$ cat src/rtl/uart_rx_param.sv
// Parameterised UART receiver with a one-word output register (optional parity via UART_RX_PARITY_EN).
// Latency: word presented two cycles after the last stop-bit sample (synchroniser adds 2-3 cycles on the line).
// Backpressure: holds one word; a frame completing while the word is unaccepted is dropped and flagged by rx_overrun.
module uart_rx_param #(
    parameter int CLK_FREQ   = 100_000_000,
    parameter int BAUD_RATE  = 115200,
    parameter int DATA_BITS  = 8,
    parameter int STOP_BITS  = 1,
    parameter int PARITY_ODD = 0
) (
    input  logic                 sclk_100M,
    input  logic                 s_rst_n,
    input  logic                 rx,
    output logic [DATA_BITS-1:0] rx_data,
    output logic                 rx_valid,
    input  logic                 rx_ready,
    output logic                 rx_ferr,
    output logic                 rx_perr,
    output logic                 rx_overrun
);

    localparam int CLKS_PER_BIT = CLK_FREQ / BAUD_RATE;
    localparam int BW           = $clog2(CLKS_PER_BIT);
    localparam int CW           = $clog2(DATA_BITS + 1);

    localparam logic [BW-1:0] BAUD_LAST = BW'(CLKS_PER_BIT - 1);
    localparam logic [BW-1:0] BAUD_HALF = BW'(CLKS_PER_BIT / 2 - 1);
    localparam logic [CW-1:0] DATA_LAST = CW'(DATA_BITS - 1);
    localparam logic [CW-1:0] STOP_LAST = CW'(STOP_BITS - 1);

    generate
        if (CLKS_PER_BIT < 8) begin : g_chk_baud
            $error("uart_rx_param: CLK_FREQ/BAUD_RATE must be at least 8");
        end
        if (DATA_BITS < 5 || DATA_BITS > 8) begin : g_chk_data
            $error("uart_rx_param: DATA_BITS must be 5..8");
        end
        if (STOP_BITS < 1 || STOP_BITS > 2) begin : g_chk_stop
            $error("uart_rx_param: STOP_BITS must be 1 or 2");
        end
        if (PARITY_ODD < 0 || PARITY_ODD > 1) begin : g_chk_par
            $error("uart_rx_param: PARITY_ODD must be 0 or 1");
        end
    endgenerate

    typedef enum logic [2:0] {
        IDLE   = 3'd0,
        START  = 3'd1,
        DATA   = 3'd2,
`ifdef UART_RX_PARITY_EN
        PARITY = 3'd3,
`endif
        STOP   = 3'd4
    } state_t;

    state_t                 state;
    logic                   sync1;
    logic                   sync2;
    logic                   sync3;
    logic [BW-1:0]          baud_cnt;
    logic [CW-1:0]          bit_cnt;
    logic [DATA_BITS-1:0]   shift;
    logic                   ferr_acc;
    logic                   done;
`ifdef UART_RX_PARITY_EN
    localparam logic PAR_SENSE = PARITY_ODD[0];
    logic                   par_bit;
`endif

    // Line synchroniser; reset to the idle level so release never fakes a start edge.
    always_ff @(posedge sclk_100M) begin
        if (!s_rst_n) begin
            sync1 <= 1'b1;
            sync2 <= 1'b1;
            sync3 <= 1'b1;
        end else begin
            sync1 <= rx;
            sync2 <= sync1;
            sync3 <= sync2;
        end
    end

    always_ff @(posedge sclk_100M) begin
        if (!s_rst_n) begin
            state    <= IDLE;
            baud_cnt <= '0;
            bit_cnt  <= '0;
            shift    <= '0;
            ferr_acc <= 1'b0;
            done     <= 1'b0;
`ifdef UART_RX_PARITY_EN
            par_bit  <= 1'b0;
`endif
        end else begin
            done <= 1'b0;
            case (state)
                IDLE: begin
                    if (!sync2 && sync3) begin
                        state    <= START;
                        baud_cnt <= '0;
                        ferr_acc <= 1'b0;
                    end
                end
                // Half-bit check of the start bit rejects glitches shorter than half a bit.
                START: begin
                    if (baud_cnt == BAUD_HALF) begin
                        baud_cnt <= '0;
                        bit_cnt  <= '0;
                        state    <= sync2 ? IDLE : DATA;
                    end else begin
                        baud_cnt <= baud_cnt + 1'b1;
                    end
                end
                DATA: begin
                    if (baud_cnt == BAUD_LAST) begin
                        baud_cnt <= '0;
                        shift    <= {sync2, shift[DATA_BITS-1:1]};
                        if (bit_cnt == DATA_LAST) begin
                            bit_cnt <= '0;
`ifdef UART_RX_PARITY_EN
                            state   <= PARITY;
`else
                            state   <= STOP;
`endif
                        end else begin
                            bit_cnt <= bit_cnt + 1'b1;
                        end
                    end else begin
                        baud_cnt <= baud_cnt + 1'b1;
                    end
                end
`ifdef UART_RX_PARITY_EN
                PARITY: begin
                    if (baud_cnt == BAUD_LAST) begin
                        baud_cnt <= '0;
                        par_bit  <= sync2;
                        state    <= STOP;
                    end else begin
                        baud_cnt <= baud_cnt + 1'b1;
                    end
                end
`endif
                // Return to IDLE at the middle of the last stop bit so a back-to-back start is caught.
                STOP: begin
                    if (baud_cnt == BAUD_LAST) begin
                        baud_cnt <= '0;
                        if (!sync2) begin
                            ferr_acc <= 1'b1;
                        end
                        if (bit_cnt == STOP_LAST) begin
                            bit_cnt <= '0;
                            state   <= IDLE;
                            done    <= 1'b1;
                        end else begin
                            bit_cnt <= bit_cnt + 1'b1;
                        end
                    end else begin
                        baud_cnt <= baud_cnt + 1'b1;
                    end
                end
                default: begin
                    state <= IDLE;
                end
            endcase
        end
    end

    // Output holding register; shift/ferr_acc/par_bit are still intact during the done cycle.
    always_ff @(posedge sclk_100M) begin
        if (!s_rst_n) begin
            rx_data    <= '0;
            rx_valid   <= 1'b0;
            rx_ferr    <= 1'b0;
            rx_overrun <= 1'b0;
`ifdef UART_RX_PARITY_EN
            rx_perr    <= 1'b0;
`endif
        end else begin
            rx_overrun <= 1'b0;
            if (done) begin
                if (!rx_valid || rx_ready) begin
                    rx_data  <= shift;
                    rx_ferr  <= ferr_acc;
                    rx_valid <= 1'b1;
`ifdef UART_RX_PARITY_EN
                    rx_perr  <= ((^shift) ^ par_bit) != PAR_SENSE;
`endif
                end else begin
                    rx_overrun <= 1'b1;
                end
            end else if (rx_valid && rx_ready) begin
                rx_valid <= 1'b0;
            end
        end
    end

`ifndef UART_RX_PARITY_EN
    assign rx_perr = 1'b0;
`endif

endmodule

$ cat config.mk
export PLATFORM = sky130hd
export DESIGN_NAME = uart_rx_param
export DESIGN_NICKNAME = d
export VERILOG_FILES = /design/src/rtl/uart_rx_param.sv
export SDC_FILE = /design/constraint.sdc
export NUM_CORES = 1
export LEC_CHECK = 0
export CORE_ASPECT_RATIO = 1.1
export CORE_MARGIN = 5
export CORE_UTILIZATION = 30
export CTS_BUF_LIST = sky130_fd_sc_hd__clkbuf_8
export CTS_CLUSTER_SIZE = 12
export DETAILED_ROUTE_END_ITERATION = 7
export HOLD_SLACK_MARGIN = 0.02
export PLACE_DENSITY = 0.52
export SLEW_MARGIN = 20
export SYNTH_ARGS = -nofsm -noshare
export SYNTH_HDL_FRONTEND = slang
export SYNTH_SLANG_ARGS = --single-unit
$ cat constraint.sdc
create_clock -name sclk_100M -period 3 [get_ports sclk_100M]
set_input_delay 0.75 -clock sclk_100M [delete_from_list [all_inputs] [get_ports sclk_100M]]
set_output_delay 0.75 -clock sclk_100M [all_outputs]
set_load 0.1 [all_outputs]
==> flow_summary.toml, run 1 <==
[status]
status = "finished, final reports clean"

[routing]
drtIter0Drc = 82
via_count = 1593
ant_nets = 0
avgRoutedWirePerCell_um = 13.1
finalWirelength_um = 4140
viasPerCell = 5.04
drc_errors = 0
firstDrtPassIters = 4

[synthesis]
ys_seq_area_frac = 0.419
async_flop_share = 0
yosys.area.top_type_share = 0.419
synth_commonest_cells = "dfxtp_1 (41), nor2_1 (31), mux2i_1 (18)"
netlist_area_mm2 = 0.00196
synth.distinct_cells = 43
syn_nets = 230
syn_inst = 222
synth.most_common_cell = "dfxtp_1"
synth.top_cells.by_area = "dfxtp_1 (42%), mux2i_1 (9.2%), nor2_1 (5.9%)"
synth_warnings = 0
synth_top_cell_by_area = "dfxtp_1"
synth_area_per_cell_um2 = 8.83
ys_ff_latch = 41
synth_edf_count = 0
ys.flop_type = "dfxtp_1"

[timing]
fmax_mhz = 397
grt_setup_unrepaired = "no"
clock-skew-final_ns = 0.00782
final_hold_viol_count = 0
final_max_slew_viol_count = 0
setup_viol = 0
period_share = 0.840
final.min_clock_period_ns = 2.52
worst_pin_slew_ns = 0.676
relSlewSlack = 0.549
setup_tns_ns = 0

[place]
hpwl_um = 2860
port_buffers = 14
routabilityCongestion = 0.704

[power_and_ir_drop]
vdd_ir_drop_max_mv = 0.185
p_leak_uw = 0.000909
p_total_uw = 1040
p_per_area_mw_per_mm2 = 464

[global_route]
grt_antenna_before_repair = 0
track_usage = 0.106
grt_pass1_vias = 1450
grt_pass1_wl_um = 7000
grt-ovfl-total = 0
grt_max_degree = 19

[worst_setup_path]
ff2ff_setup_slack_ns = 0.48
ff2ff_path_depth = 6
worst-setup-path-type = "flop to flop"
start_kind = "flop"
critPathMaxFanout = 7
end_kind = "flop"
cp_data_arrival_time_ns = 2.68
cp.required_ns = 3.16
reg2reg_from = "baud_cnt[0]"
r2r_end = "baud_cnt[5]"

[clocking]
hold_buffers = 0
cts.sinks = 41
cts_tree = "yes"
cts_max_level = 2
cts_resized = 0
clk_pin_slew_ns = 0.09
postCtsSetupBuffers = 0
root_buffer = "clkbuf_8"
cts_made_buffers = 5
clock_latency_ns = 0.29
clockBufferDepth = 2

[cells_and_area]
antenna_cells = 0
layout.nets = 242
ff_latch_area_um2 = 821
syn_to_final_growth_pct = 14.2
post-route-util = 0.346
fill_cells = 687
drive_gt1_frac = 0.132
multiInputGateArea_mm2 = 0.00106

[min_path]
hold_depth = 1
hp-class = "flop to flop"
hold_end = "sync2"
min-delay-start = "sync1"

[run]
drv_cap = 0

[floorplan]
core_mm2 = 0.00648
initial_core_util = 0.303
rows = 31
die-area_mm2 = 0.00825
die_w_um = 87.1
die_h_um = 94.8
io_pins = 16
## logic make-up (layout without fill, tap and decap cells)
family,Yosys count,count (layout),share of synthesized area
simple gates,107,107,0.295
flops,41,41,0.419
compound gates,33,33,0.121
mux,18,18,0.0919
buf+inv,17,29,0.0421
fa+ha+maj,4,4,0.0255
other cells,1,1,0.00191
xor+xnor,1,1,0.00447
## worst max path at each step
stage	start	endpoint	slack, ns	cells after the start
2_1_floorplan	baud_cnt[0]	state[2]	0.80	7
3_3_place_gp	baud_cnt[0]	baud_cnt[5]	0.52	6
3_5_place_dp	baud_cnt[0]	baud_cnt[5]	0.50	6
4_1_cts	baud_cnt[0]	baud_cnt[5]	0.48	6
5_1_grt	baud_cnt[0]	shift[1]	0.35	6
6_report	baud_cnt[0]	baud_cnt[5]	0.48	6
## placed cells by master (no fill, tap or decap), types with 4 or more instances in the layout
master	netlist	layout
nand2b_1	7	7
nand3_1	13	13
nor2_1	31	31
o21ai_0	5	5
mux2i_1	18	18
a31oi_1	7	7
nand2_1	15	15
a21oi_1	6	6
nor3_1	6	6
dfxtp_1	41	41
clkbuf_8	0	5
or3_1	5	5
nand3b_1	6	6
buf_4	1	14
ha_1	4	4
inv_1	5	5
## registers in the layout (all words and copies together), names as in the netlist
signal / flops
shift: 8
bit_cnt: 4
sync1: 1
done: 1
state: 3
rx_data: 8
sync2: 1
baud_cnt: 10
rx_ferr: 1
sync3: 1
rx_overrun: 1
ferr_acc: 1
rx_valid: 1
## power by group
part / switching [uW] / internal, uW / total, uW / leakage [uW]
Combinational: 32.7 / 16.6 / 49.3 / 0.000524
Clock: 195 / 242 / 438 / 0.0000540
Sequential: 5.62 / 547 / 553 / 0.000331
## layer usage
metal	wire length [um]	GRT usage	up-vias
met5	0	0	-
met4	72	0.0429	0
met3	133	0.0236	6
met2	1840	0.160	19
met1	2100	0.145	756
li1	-	-	812
## worst max-delay path, cell delays in order (launching register included)
cell     delay (ns)
dfxtp_1        0.41
ha_1           0.23
or4bb_1        0.56
or3_4          0.37
a32oi_1        0.53
or4_1          0.21
a31oi_1        0.08
## final cells by class
cell class | instances | area share
Sequential cell | 41 | 0.367
Inverter | 5 | 0.00838
Timing Repair Buffer | 17 | 0.0604
Tap cell | 82 | 0.0458
Clock inverter | 2 | 0.0157
Clock buffer | 5 | 0.0307
Multi-Input combinational cell | 164 | 0.472
## per-stage QoR
step	cells	setup WS [ns]	area [um^2]	hold WS, ns
after floorplan	222	0.802	1960	0.386
after global placement	309	0.519	2130	0.409
after detailed placement	309	0.505	2130	0.401
after CTS	316	0.478	2240	0.429
after global routing	316	0.355	2240	0.481
final	316	0.480	2240	0.423
Power figures use the tool's default switching activity.
==> inputs of run 2 (changes only) <==
--- a/config.mk
+++ b/config.mk
@@ -12,7 +12,7 @@
 export CTS_CLUSTER_SIZE = 12
 export DETAILED_ROUTE_END_ITERATION = 7
 export HOLD_SLACK_MARGIN = 0.02
-export PLACE_DENSITY = 0.52
+export PLACE_DENSITY = 0.53
 export SLEW_MARGIN = 20
 export SYNTH_ARGS = -nofsm -noshare
 export SYNTH_HDL_FRONTEND = slang
==> constraint.sdc (replaced) <==
create_clock -name sclk_100M -period 2 [get_ports sclk_100M]
set_input_delay 0.5 -clock sclk_100M [delete_from_list [all_inputs] [get_ports sclk_100M]]
set_output_delay 0.5 -clock sclk_100M [all_outputs]
set_load 0.1 [all_outputs]
==> flow_summary.toml, run 2 (synthesis results as in run 1) <==
[worst_setup_path]
ff2ff_path_depth = 8
cp.required_ns = 2.18
ff2ff_setup_slack_ns = -0.11
path_cells = "inv_4, ha_4, or4bb_4, or3_4, a32oi_4, buf_6, or3_4, a31oi_4"
end_kind = "flop"
critPathMaxFanout = 6
path_common_cell = "or3_4"
slowest_delay_ns = 0.46
r2r_end = "baud_cnt[4]"
worst-setup-path-type = "flop to flop"
cp_slowest_cell = "or4bb_4"
reg2reg_from = "baud_cnt[1]"
start_kind = "flop"
cp_data_arrival_time_ns = 2.29

[clocking]
cts_tree = "yes"
cts_max_level = 2
root_buffer = "clkbuf_8"
cts.sinks = 41
clock_latency_ns = 0.29
clk_pin_slew_ns = 0.08
cts_made_buffers = 5
clockBufferDepth = 2

[floorplan]
die_w_um = 87.1
rows = 31
die_h_um = 94.8
initial_core_util = 0.303
core_mm2 = 0.00648
io_pins = 16
die-area_mm2 = 0.00825

[timing]
final_hold_viol_count = 0
finalWorstSetupSlack_ns = -0.108
worst_pin_slew_ns = 0.504
clock-skew-final_ns = 0.00956
fmax_mhz = 474
final.min_clock_period_ns = 2.11
period_share = 1.05
grt_setup_unrepaired = "yes"
relSlewSlack = 0.662
setup_viol = 16
setup_tns_ns = -0.989
final_max_slew_viol_count = 0

[power_and_ir_drop]
p_leak_uw = 0.00109
p_per_area_mw_per_mm2 = 563
p_total_uw = 1500
vdd_ir_drop_max_mv = 0.309

[routing]
drc_errors = 0
finalWirelength_um = 4840
via_count = 1752
drtIter0Drc = 103
firstDrtPassIters = 4
viasPerCell = 5.05
avgRoutedWirePerCell_um = 13.9
ant_nets = 0

[global_route]
grt_antenna_before_repair = 0
grt_pass1_vias = 1709
grt_max_degree = 20
track_usage = 0.120
grt_pass1_wl_um = 7890
grt-ovfl-total = 0

[status]
status = "finished with violations"
violations = "negative setup slack"

[cells_and_area]
largest_reg_flops = 10
post-route-util = 0.411
final_cell_mix = "buf_4 (40), dfxtp_1 (38), nor2_1 (31)"
drive_gt1_frac = 0.325
syn_to_final_growth_pct = 35.7
layout.nets = 273
regMostFlops = "baud_cnt"
final_common_cell = "buf_4"
top_regs = "baud_cnt (10), rx_data (8), shift (8)"
antenna_cells = 0
stdcell_count = 347

[place]
routabilityCongestion = 0.833
dp_slack_ns = -0.103
port_buffers = 14
dp_cells = 337
hpwl_um = 3260

[min_path]
min-delay-start = "sync1"
hp-class = "flop to flop"
hold_depth = 1
hold_end = "sync2"

[run]
drv_cap = 0
-- run 2: worst max-delay path by stage --
stage,from,to,slack (ns),cells past startpoint
after global routing,baud_cnt[1],bit_cnt[2],-0.17,6
after global placement,baud_cnt[0],state[2],-0.08,6
after detailed placement,baud_cnt[0],state[2],-0.10,6
final,baud_cnt[1],baud_cnt[4],-0.11,8
after CTS,baud_cnt[1],bit_cnt[2],-0.07,7
after floorplan,baud_cnt[1],state[2],-0.07,7
-- run 2: final cells by class --
class | instances | area (um^2)
inverter | 5 | 21.3
tap | 82 | 103
timing repair buffer | 47 | 393
multi-input combinational | 165 | 1220
clock buffer | 6 | 82.6
sequential | 41 | 830
clock inverter | 1 | 6.26
fill | 650 | 3820
-- run 2: per-layer routing --
metal  track usage  part of all wire
met1         0.147              0.45
met2         0.206              0.50
met3        0.0236             0.023
met4        0.0442             0.029
met5             0                 0
-- run 2: critical path: cells and delay by family (launching register included) --
kind            cells  cell delay, ns
flops               1            0.37
buf+inv             2            0.22
compound gates      2            0.33
fa+ha+maj           1            0.10
simple gates        3            0.98
-- run 2: stage by stage --
stage	hold slack, ns	instance area [um^2]
global route	0.443	2660
floorplan	0.386	1990
finish	0.420	2660
CTS	0.422	2550
detailed placement	0.402	2390
global placement	0.394	2390
-- run 2: timing repair --
item	4_1_cts	5_1_grt
cloned	1	0
gates resized for setup	8	20
setup buffers	2	0
endpoints found under the setup margin	16	25
pin swaps	8	14
hold buffers	0	0
-- run 2: report_power, final --
| group | switching [uW] | leakage, uW | internal [uW] |
|---|---|---|---|
| sequential | 8.41 | 0.000333 | 819 |
| combinational | 61.1 | 0.000710 | 45.2 |
| clock | 289 | 0.0000476 | 274 |
| total | 358 | 0.00109 | 1140 |
==> inputs of run 3 (changes only) <==
--- a/config.mk
+++ b/config.mk
@@ -13,7 +13,7 @@
 export DETAILED_ROUTE_END_ITERATION = 7
 export HOLD_SLACK_MARGIN = 0.02
 export PLACE_DENSITY = 0.53
-export SLEW_MARGIN = 20
+export SLEW_MARGIN = 5
 export SYNTH_ARGS = -nofsm -noshare
 export SYNTH_HDL_FRONTEND = slang
 export SYNTH_SLANG_ARGS = --single-unit
==> results of run 3 <==
Final layout, timing and power as in run 2 (identical DEF).
